[src/rtl/ldpc_enc_pkg.sv]
// ----------------------------------------------------------------------------
// ldpc_enc_pkg
// Shared definitions for the LDPC encoder controller slice.
//   - one-hot FSM state encoding (also driven out on fsm_state)
//   - info-byte counts for the two code rates and the default frame length
//   - counter width used by every byte/cycle counter in the controller
//   - info_bytes(): maps the latched rate bit to the info-byte count K
// No ports (package).
// ----------------------------------------------------------------------------
package ldpc_enc_pkg;

    localparam int CNT_W           = 11;
    localparam int FRAME_BYTES_DEF = 1152;
    localparam int K_R12           = 576;
    localparam int K_R34           = 864;

    typedef enum logic [3:0] {
        ST_IDLE     = 4'b0001,
        ST_DATA_IN  = 4'b0010,
        ST_PARITY   = 4'b0100,
        ST_DATA_OUT = 4'b1000
    } state_t;

    // Rate 0 is the 1/2 code, rate 1 the 3/4 code.
    function automatic logic [CNT_W-1:0] info_bytes(input logic rate);
        return rate ? CNT_W'(K_R34) : CNT_W'(K_R12);
    endfunction

endpackage

[src/rtl/ldpc_enc_out_stage.sv]
// ----------------------------------------------------------------------------
// ldpc_enc_out_stage
// Codeword read-out stage with a 1-deep prefetch. A memory read is issued
// whenever the single output register is empty or being drained, so a byte
// is presented every cycle while out_ready stays high, and the presented
// byte (and the memory output behind it) is frozen while out_ready is low.
//
// Ports:
//   clk, reset   : clock, synchronous active-high reset
//   clear        : frame start, clears the read counter and output register
//   active       : high while the controller is in DATA_OUT
//   k_val        : info-byte count of the current frame
//   out_ready    : downstream accepts the presented byte
//   rd_en        : memory read strobe (address is rd_cnt)
//   rd_cnt       : index of the next byte to read
//   out_valid    : a codeword byte is presented
//   out_sel      : presented byte is parity (index >= k_val)
//   sop, eop     : presented byte is the first / last of the codeword
// ----------------------------------------------------------------------------
module ldpc_enc_out_stage
    import ldpc_enc_pkg::*;
#(
    parameter int FRAME_BYTES = FRAME_BYTES_DEF
) (
    input  logic             clk,
    input  logic             reset,
    input  logic             clear,
    input  logic             active,
    input  logic [CNT_W-1:0] k_val,
    input  logic             out_ready,
    output logic             rd_en,
    output logic [CNT_W-1:0] rd_cnt,
    output logic             out_valid,
    output logic             out_sel,
    output logic             sop,
    output logic             eop
);

    localparam logic [CNT_W-1:0] FRAME_LEN = CNT_W'(FRAME_BYTES);
    localparam logic [CNT_W-1:0] LAST_IDX  = CNT_W'(FRAME_BYTES - 1);

    logic [CNT_W-1:0] rd_cnt_q, rd_cnt_d;
    logic             out_valid_q, out_valid_d;
    logic             out_sel_q, out_sel_d;
    logic             sop_q, sop_d;
    logic             eop_q, eop_d;

    // Read whenever the output register will be free at the next edge;
    // the counter stops at the frame length so it never wraps.
    assign rd_en = active && (rd_cnt_q < FRAME_LEN) && (!out_valid_q || out_ready);

    // The tag bits are captured together with the read so they always
    // describe the byte currently sitting in the memory output register.
    always_comb begin
        rd_cnt_d    = rd_cnt_q;
        out_valid_d = out_valid_q;
        out_sel_d   = out_sel_q;
        sop_d       = sop_q;
        eop_d       = eop_q;
        if (clear) begin
            rd_cnt_d    = '0;
            out_valid_d = 1'b0;
            out_sel_d   = 1'b0;
            sop_d       = 1'b0;
            eop_d       = 1'b0;
        end else if (rd_en) begin
            rd_cnt_d    = rd_cnt_q + CNT_W'(1);
            out_valid_d = 1'b1;
            out_sel_d   = (rd_cnt_q >= k_val);
            sop_d       = (rd_cnt_q == '0);
            eop_d       = (rd_cnt_q == LAST_IDX);
        end else if (out_valid_q && out_ready) begin
            out_valid_d = 1'b0;
            out_sel_d   = 1'b0;
            sop_d       = 1'b0;
            eop_d       = 1'b0;
        end
    end

    always_ff @(posedge clk) begin
        if (reset) begin
            rd_cnt_q    <= '0;
            out_valid_q <= 1'b0;
            out_sel_q   <= 1'b0;
            sop_q       <= 1'b0;
            eop_q       <= 1'b0;
        end else begin
            rd_cnt_q    <= rd_cnt_d;
            out_valid_q <= out_valid_d;
            out_sel_q   <= out_sel_d;
            sop_q       <= sop_d;
            eop_q       <= eop_d;
        end
    end

    assign rd_cnt    = rd_cnt_q;
    assign out_valid = out_valid_q;
    assign out_sel   = out_sel_q;
    assign sop       = sop_q;
    assign eop       = eop_q;

endmodule

[src/rtl/ldpc_enc_ctrl.sv]
// ----------------------------------------------------------------------------
// ldpc_enc_ctrl
// Frame controller for an LDPC encoder. A frame runs through four phases:
// collect K info bytes into memory, step the parity recursion P times,
// drain the datapath pipeline for DLY_PAR cycles, then read the whole
// FRAME_BYTES codeword back out through the prefetch output stage.
//
// Ports:
//   clk, reset          : clock, synchronous active-high reset
//   sync_in, rate       : frame start pulse and code rate (used only in IDLE)
//   in_valid, in_ready  : info-byte handshake
//   wr_info, par_acc    : info write strobe / parity accumulate enable
//   par_step            : parity recursion step enable
//   mem_addr            : address for the active write, step or read
//   rd_en               : memory read strobe
//   out_valid,out_ready : codeword-byte handshake
//   out_sel, sop, eop   : parity flag, first and last byte flags
//   busy                : frame in progress
//   fsm_state           : one-hot state
//   err_sync            : sync_in seen outside IDLE (one-cycle pulse)
// ----------------------------------------------------------------------------
module ldpc_enc_ctrl
    import ldpc_enc_pkg::*;
#(
    parameter int FRAME_BYTES = FRAME_BYTES_DEF,
    parameter int DLY_PAR     = 4
) (
    input  logic             clk,
    input  logic             reset,
    input  logic             sync_in,
    input  logic             rate,
    input  logic             in_valid,
    output logic             in_ready,
    output logic             wr_info,
    output logic             par_acc,
    output logic             par_step,
    output logic [CNT_W-1:0] mem_addr,
    output logic             rd_en,
    output logic             out_valid,
    input  logic             out_ready,
    output logic             out_sel,
    output logic             sop,
    output logic             eop,
    output logic             busy,
    output logic [3:0]       fsm_state,
    output logic             err_sync
);

    localparam logic [CNT_W-1:0] FRAME_LEN = CNT_W'(FRAME_BYTES);
    localparam logic [CNT_W-1:0] DLY_LAST  = (DLY_PAR > 0) ? CNT_W'(DLY_PAR - 1) : '0;

    state_t           state_q, state_d;
    logic             rate_q, rate_d;
    logic [CNT_W-1:0] in_cnt_q, in_cnt_d;
    logic [CNT_W-1:0] par_cnt_q, par_cnt_d;
    logic [CNT_W-1:0] dly_cnt_q, dly_cnt_d;
    logic             busy_q, busy_d;
    logic             err_sync_q, err_sync_d;

    logic [CNT_W-1:0] k_val;
    logic [CNT_W-1:0] p_val;
    logic             start;
    logic             eop_xfer;
    logic [CNT_W-1:0] rd_cnt;

    // K/P follow the latched rate, which only changes on an honoured start.
    assign k_val = info_bytes(rate_q);
    assign p_val = FRAME_LEN - k_val;

    // in_ready is low in IDLE, so a stale in_valid beside sync_in is ignored.
    assign in_ready = (state_q == ST_DATA_IN) && (in_cnt_q < k_val);
    assign wr_info  = in_valid && in_ready;
    assign par_acc  = wr_info;
    assign par_step = (state_q == ST_PARITY) && (par_cnt_q < p_val);
    assign eop_xfer = out_valid && out_ready && eop;

    // Next-state and counter logic. Counters only move while their phase is
    // active and below the terminal count, so none of them can wrap.
    always_comb begin
        state_d    = state_q;
        rate_d     = rate_q;
        in_cnt_d   = in_cnt_q;
        par_cnt_d  = par_cnt_q;
        dly_cnt_d  = dly_cnt_q;
        busy_d     = busy_q;
        err_sync_d = sync_in && (state_q != ST_IDLE);
        start      = 1'b0;
        case (state_q)
            ST_IDLE: begin
                if (sync_in) begin
                    start     = 1'b1;
                    state_d   = ST_DATA_IN;
                    rate_d    = rate;
                    in_cnt_d  = '0;
                    par_cnt_d = '0;
                    dly_cnt_d = '0;
                    busy_d    = 1'b1;
                end
            end
            ST_DATA_IN: begin
                if (wr_info) begin
                    in_cnt_d = in_cnt_q + CNT_W'(1);
                    if (in_cnt_q == k_val - CNT_W'(1)) begin
                        state_d = ST_PARITY;
                    end
                end
            end
            ST_PARITY: begin
                // Step phase first; once all P steps are issued the
                // remaining cycles count out the pipeline drain.
                if (par_step) begin
                    par_cnt_d = par_cnt_q + CNT_W'(1);
                    if ((DLY_PAR == 0) && (par_cnt_q == p_val - CNT_W'(1))) begin
                        state_d = ST_DATA_OUT;
                    end
                end else begin
                    dly_cnt_d = dly_cnt_q + CNT_W'(1);
                    if (dly_cnt_q == DLY_LAST) begin
                        state_d = ST_DATA_OUT;
                    end
                end
            end
            ST_DATA_OUT: begin
                if (eop_xfer) begin
                    state_d = ST_IDLE;
                    busy_d  = 1'b0;
                end
            end
            default: begin
                state_d = ST_IDLE;
                busy_d  = 1'b0;
            end
        endcase
    end

    always_ff @(posedge clk) begin
        if (reset) begin
            state_q    <= ST_IDLE;
            rate_q     <= 1'b0;
            in_cnt_q   <= '0;
            par_cnt_q  <= '0;
            dly_cnt_q  <= '0;
            busy_q     <= 1'b0;
            err_sync_q <= 1'b0;
        end else begin
            state_q    <= state_d;
            rate_q     <= rate_d;
            in_cnt_q   <= in_cnt_d;
            par_cnt_q  <= par_cnt_d;
            dly_cnt_q  <= dly_cnt_d;
            busy_q     <= busy_d;
            err_sync_q <= err_sync_d;
        end
    end

    // Parity storage sits directly above the info bytes in the shared memory.
    // The address is parked at zero whenever no strobe is active.
    always_comb begin
        mem_addr = '0;
        if (wr_info) begin
            mem_addr = in_cnt_q;
        end else if (par_step) begin
            mem_addr = k_val + par_cnt_q;
        end else if (rd_en) begin
            mem_addr = rd_cnt;
        end
    end

    ldpc_enc_out_stage #(
        .FRAME_BYTES (FRAME_BYTES)
    ) u_out_stage (
        .clk       (clk),
        .reset     (reset),
        .clear     (start),
        .active    (state_q == ST_DATA_OUT),
        .k_val     (k_val),
        .out_ready (out_ready),
        .rd_en     (rd_en),
        .rd_cnt    (rd_cnt),
        .out_valid (out_valid),
        .out_sel   (out_sel),
        .sop       (sop),
        .eop       (eop)
    );

    assign busy      = busy_q;
    assign err_sync  = err_sync_q;
    assign fsm_state = state_q;

endmodule

[config.mk]
export PLATFORM = sky130hd
export DESIGN_NAME = ldpc_enc_ctrl
export DESIGN_NICKNAME = d
export VERILOG_FILES = /design/src/rtl/ldpc_enc_pkg.sv /design/src/rtl/ldpc_enc_out_stage.sv /design/src/rtl/ldpc_enc_ctrl.sv
export SDC_FILE = /design/constraint.sdc
export NUM_CORES = 1
export LEC_CHECK = 0
export ABC_AREA = 1
export CORE_UTILIZATION = 53
export DETAILED_ROUTE_END_ITERATION = 8
export MAX_ROUTING_LAYER = met4
export PLACE_DENSITY = 0.87
export RECOVER_POWER = 50
export SYNTH_ARGS = -nofsm -noshare
export SYNTH_HDL_FRONTEND = slang
export SYNTH_SLANG_ARGS = --single-unit
export TNS_END_PERCENT = 100
[constraint.sdc]
create_clock -name clk -period 2.1 [get_ports clk]
set_input_delay 0.42 -clock clk [delete_from_list [all_inputs] [get_ports clk]]
set_output_delay 0.42 -clock clk [all_outputs]
set_load 0.02 [all_outputs]
==> flow_summary.ini, run 1 <==
[timing]
fin_ws_ns = -0.351
timing.final.crit_period_ns = 2.45
finalClockSkew_ns = 0.00823
slew_headroom_pct = 74.3
grt_setup_unrepaired = true
final-setup-viol-count = 15
hold_viol = 0
hold_slack_ns = 0.461
slew_violations = 0
worst_slew_pin_slew_ns = 0.386
period_share_pct = 117
max_clock_freq_ghz = 0.408
setup-tns-final_ns = -3.73

[worst_setup_path]
arrival_ns = 2.03
critical_path_required_ns = 1.68
crit_path_end_kind = output pin
criticalPathCategory = flop to output pin
startpoint_type = flop
worstPathMaxFanout = 7

[place]
gp_congestion = 0.951
dpl_worst_slack_ns = -0.520
dp_hpwl_mm = 7.85
portBuffers = 31
postPlaceCellArea_um2 = 4490

[global_routing]
grtUsageMet3_pct = 5.10
antenna_found_initial = 0
grtUsageTotal_pct = 32.2
grt_max_degree = 20
grt_pass1_vias = 4011
use_met2_pct = 55.1
grt.busiest_layer = met2
grt.met1_usage_pct = 37.7
grt-ovfl-total = 0
grt_pass1_wl_mm = 18.2

[clock_network]
clkTransAtPathRegs_ns = 0.11
htree_levels = 2
cts_buffer_depth = 2
cts.sink_count = 55
clock_latency_ns = 0.33
cts_tree = yes
cts_root_buffer = clkbuf_8
cts_buffers = 5
hold_buffers = 0

[floorplanning]
die_area_um2 = 7330
die_h_um = 85.6
die_w_um = 85.6
start_util_pct = 54.8
rows = 30
ioPinCount = 32
coreArea_um2 = 6760

[final_layout]
fin_area_um2 = 4920
insertedDiodeCount = 0
syn2layout_area_growth_pct = 32.8
drive_above_1_share_pct = 23.6
final_nets = 702
finish.utilization_pct = 72.8

[yosys]
ys_ff_latch = 55
synth_area_um2 = 3700
ys_seq_area_share_pct = 29.7
yosysWarnings = 0
synth_nets = 603
synth_cell_types = 36
synthCells = 581
synth_area_per_cell_um2 = 6.37

[status]
violations = negative setup slack
status = finished, violations left

[drt]
first_iter_violations = 436
drc = 0
via_per_inst = 5.66
vias = 4307
drt_first_pass_iters = 6
routedWlPerCell_um = 14.9
wl_mm = 11.3
drtAntennaViolNets = 0

[flow_run]
drv_cap = 0

[power]
cellLeakagePower_uw = 0.00201
ir_drop_uv = 703
power-per-cell-area_nw_per_um2 = 731

[min_path]
hold_class = flop to flop
final timing paths:
kind	startpoint	slack, ns	depth (start not counted)	endpoint
worst max-delay path	rate_q	-0.35	9	mem_addr[7]
worst min-delay path	u_out_stage.sop	0.46	2	u_out_stage.sop
worst max register to register	fsm_state[3]	-0.01	10	par_cnt_q[2]
worst min register to register	u_out_stage.sop	0.46	2	u_out_stage.sop
layer usage:
layer  vias up  wire, um
met2       221      5620
met5         -         0
met4         0       369
met1      1967      4520
li1       2069         -
met3        50       813
power breakdown:
part | internal, uW | leakage, uW | total, uW | switching (uW)
logic | 682 | 0.00151 | 1720 | 1030
registers | 1140 | 0.000446 | 1230 | 91.9
clock network | 248 | 0.0000467 | 650 | 402
total | 2070 | 0.00201 | 3590 | 1530
logic make-up (layout without fill, tap and decap cells):
logic type | Yosys count | in the layout | share of synthesized area, %
AO/OA/AOI/OAI | 78 | 78 | 11.9
flip-flops | 55 | 55 | 29.7
XOR/XNOR | 16 | 16 | 3.78
adder cells (fa/ha/maj) | 16 | 16 | 5.41
buffers and inverters | 84 | 184 | 9.97
AND/OR/NAND/NOR | 332 | 332 | 39.2
worst max-delay path, stage by stage, from the launching register on:
cell and delay, ns:
dfxtp_4 0.39, ha_1 0.31, inv_1 0.06, nor2_1 0.06, a21oi_4 0.20, nand3_4 0.20, inv_6 0.12, nand2_1 0.07
o211ai_1 0.10, buf_4 0.18
sequential cells by signal, indices dropped and copies added, names as in the netlist:
name	count
u_out_stage.rd_cnt	11
busy	1
par_cnt_q	11
u_out_stage.eop	1
in_cnt_q	11
u_out_stage.out_sel	1
u_out_stage.out_valid	1
err_sync	1
fsm_state	4
dly_cnt_q	11
rate_q	1
u_out_stage.sop	1
final cells by class:
| cell class | instances | area, um2 |
|---|---|---|
| Multi-Input combinational cell | 442 | 2430 |
| Tap cell | 80 | 100 |
| Clock buffer | 5 | 68.8 |
| Timing Repair inverter | 1 | 6.26 |
| Timing Repair Buffer | 106 | 892 |
| Clock inverter | 3 | 27.5 |
| Inverter | 69 | 283 |
| Sequential cell | 55 | 1110 |
| Fill cell | 532 | 1840 |
synthesized netlist by cell type:
library cell / instances / area share, %
nor2_4: 3 / 0.91
nor2_1: 84 / 8.5
nand2_2: 5 / 0.84
o31ai_1: 1 / 0.20
buf_6: 4 / 1.2
nand4_1: 10 / 1.7
nand3b_1: 1 / 0.20
nor2_2: 1 / 0.17
buf_2: 5 / 0.68
nand3_1: 33 / 4.5
a21oi_1: 49 / 6.6
inv_2: 7 / 0.71
xor2_1: 15 / 3.5
nor3_1: 18 / 2.4
nand2_1: 165 / 17
nand3_2: 4 / 1.1
o21bai_1: 3 / 0.61
nor3b_1: 3 / 0.61
nor4_1: 1 / 0.17
o21ai_0: 13 / 1.8
o211ai_1: 3 / 0.61
xnor2_1: 1 / 0.24
a21oi_2: 2 / 0.47
buf_4: 4 / 0.81
dfxtp_1: 55 / 30
o21ai_2: 1 / 0.24
clkbuf_1: 2 / 0.20
ha_1: 16 / 5.4
clkinv_1: 1 / 0.10
inv_4: 1 / 0.17
o21a_1: 1 / 0.20
nand3_4: 2 / 0.95
inv_1: 60 / 6.1
nand2_4: 1 / 0.30
o221ai_1: 5 / 1.2
or2_0: 1 / 0.17
metrics by stage:
stage                     cells  total power (uW)
after global placement      739              2660
after global routing        761              3780
final                       761              3590
after CTS                   757              3470
after detailed placement    739              2710
after floorplan             581              2190
cells in the final DEF (no fill, tap or decap), types with 11 or more instances in the layout:
master   Yosys  layout
a21oi_1     49      48
buf_4        4      71
nor3_1      18      17
buf_6        4      14
ha_1        16      12
xor2_1      15      14
nand3_1     33      28
o21ai_0     13      11
dfxtp_1     55      52
inv_1       60      55
nor2_1      84      81
nand2_1    165     160
what timing repair did:
item,4_1_cts,5_1_grt
buffers inserted,9,5
pin swaps,10,11
gates cloned,2,0
resized for setup,125,35
setup endpoints to repair,16,30
Note: power is estimated with default switching activity, not from simulation.
==> inputs of run 2 (changes only) <==
--- a/config.mk
+++ b/config.mk
@@ -6,6 +6,7 @@
 export NUM_CORES = 1
 export LEC_CHECK = 0
 export ABC_AREA = 1
+export CORE_MARGIN = 1.5
 export CORE_UTILIZATION = 53
 export DETAILED_ROUTE_END_ITERATION = 8
 export MAX_ROUTING_LAYER = met4
==> run 2 against run 1 <==
Against the previous run:
- total power fell by 1.8%
- fmax rose by 0.89%
- hold slack improved by 0.0021 ns
- wire length rose by 4.7%
- combinational power fell by 2%
- non-clock buffer count rose by 1
- via count rose by 2.2%
- clock-buffer cell count did not move
- the flow still finishes with violations (negative setup slack)
- global-route usage fell by 0.37 points
==> flow_summary.ini, run 2 (synthesis gave the netlist of run 1 again) <==
[timing]
fin_ws_ns = -0.329
final-setup-viol-count = 15
setup-tns-final_ns = -3.93
hold_viol = 0
slew_headroom_pct = 72.1
grt_setup_unrepaired = true
worst_slew_pin_slew_ns = 0.414
finalClockSkew_ns = 0.00464
slew_violations = 0
timing.final.crit_period_ns = 2.43
period_share_pct = 116
max_clock_freq_ghz = 0.412

[clock_network]
cts_tree = yes
clkTransAtPathRegs_ns = 0.11
cts_root_buffer = clkbuf_8
clock_latency_ns = 0.32
cts_buffers = 5
cts.sink_count = 55
cts_buffer_depth = 2
htree_levels = 2

[drt]
drt_first_pass_iters = 5
wl_mm = 11.8
routedWlPerCell_um = 15.5
drc = 0
first_iter_violations = 321
via_per_inst = 5.77
drtAntennaViolNets = 0
vias = 4403

[floorplanning]
rows = 30
die_h_um = 86.6
start_util_pct = 54.8
die_w_um = 86.6
ioPinCount = 32
coreArea_um2 = 6760
die_area_um2 = 7500

[worst_setup_path]
r2r_end = par_cnt_q[5]
r2r_slack_ns = -0.02
crit_path_end_kind = output pin
rr_worst_depth = 10
reg2reg_from = fsm_state[2]
critical_path_required_ns = 1.68
arrival_ns = 2.01
criticalPathCategory = flop to output pin
startpoint_type = flop
crit_path_end = mem_addr[7]
crit_start = rate_q
worstPathMaxFanout = 7

[status]
violations = negative setup slack
status = finished, violations left

[final_layout]
fin_cells = 763
fillers = 534
final_common_cell = nand2_1
finish.utilization_pct = 73.1
insertedDiodeCount = 0
final_nets = 704
syn2layout_area_growth_pct = 33.3
most-common-layout-cells = nand2_1 (154), nor2_1 (84), buf_4 (70), inv_1 (55), dfxtp_1 (52)
drive_above_1_share_pct = 24.2

[power]
cellLeakagePower_uw = 0.00202
ir_drop_uv = 702
power-per-cell-area_nw_per_um2 = 715

[global_routing]
grt_max_degree = 20
grtUsageTotal_pct = 31.8
grt_pass1_vias = 4076
grt_pass1_wl_mm = 18.3
grt-ovfl-total = 0
antenna_found_initial = 0

[flow_run]
drv_cap = 0

[place]
gp_congestion = 0.989
dp.cells = 741
dp_hpwl_mm = 8.02
portBuffers = 31

[min_path]
hold_class = flop to flop
==> run 2: changes by cell type in the layout (fill, tap and decap cells not counted), sizes merged <==
cell | before | now
clkdlybuf4s50 | 8 | 9
dlygate4sd3 | 7 | 6
clkinv | 0 | 3
inv | 71 | 69
clkbuf | 8 | 10
buf | 88 | 87
==> run 2: final cells by class <==
class                   instances  area (um2)  area share [%]
clock inverters                 3        28.8           0.583
flip-flops and latches         55        1110            22.4
inverters                      69         275            5.58
repair buffers                107         917            18.6
repair inverters                2        13.8           0.279
multi-input cells             442        2420            49.1
clock buffers                   5        68.8            1.39
well taps                      80         100            2.03
==> run 2: worst max-delay path: stages, from the launching register on <==
cell	delay [ns]
dfxtp_4	0.38
ha_1	0.20
or2_0	0.27
a21oi_4	0.19
nand3_4	0.17
clkinv_4	0.12
nand2_2	0.05
o211ai_1	0.11
buf_4	0.19
==> run 2: metrics by stage <==
step	total power [uW]	hold slack, ns	cell area [um2]	worst slack (ns)
after floorplan	2190	0.454	3720	0.0207
after global placement	2670	0.449	4520	-0.508
after detailed placement	2720	0.452	4520	-0.587
after CTS	3430	0.469	4790	-0.256
after global routing	3710	0.491	4940	-0.418
final	3530	0.463	4940	-0.329
==> run 2: worst min-delay path by stage <==
stage | startpoint | to | slack (ns) | cells after the start
3_3_place_gp | u_out_stage.out_sel | u_out_stage.out_sel | 0.45 | 2
4_1_cts | u_out_stage.sop | u_out_stage.sop | 0.47 | 2
5_1_grt | u_out_stage.out_sel | u_out_stage.out_sel | 0.49 | 2
2_1_floorplan | par_cnt_q[2] | par_cnt_q[2] | 0.45 | 2
3_5_place_dp | u_out_stage.sop | u_out_stage.sop | 0.45 | 2
6_report | u_out_stage.sop | u_out_stage.sop | 0.46 | 2
==> run 2: layer usage <==
metal,wire length (um),part of all wire (%),vias up,GRT usage (%)
met3,880,7.4,56,5.33
met2,5970,50,221,54.3
met1,4510,38,2050,35.3
met4,490,4.1,0,17.3
met5,0,0,-,-
li1,-,-,2076,-
==> run 2: report_power, final <==
group	leakage (uW)	internal [uW]	total [uW]	switching, uW
Clock	0.0000502	248	639	390
Combinational	0.00153	650	1680	1030
Sequential	0.000446	1130	1210	83.3
==> run 2: what timing repair did <==
item / CTS / global route
endpoints found under the hold margin: 0 / 0
gates cloned: 2 / 2
pin swaps: 13 / 13
endpoints found under the setup margin: 16 / 29
gates resized for setup: 122 / 32
setup buffers: 4 / 7
hold buffers: 0 / 0
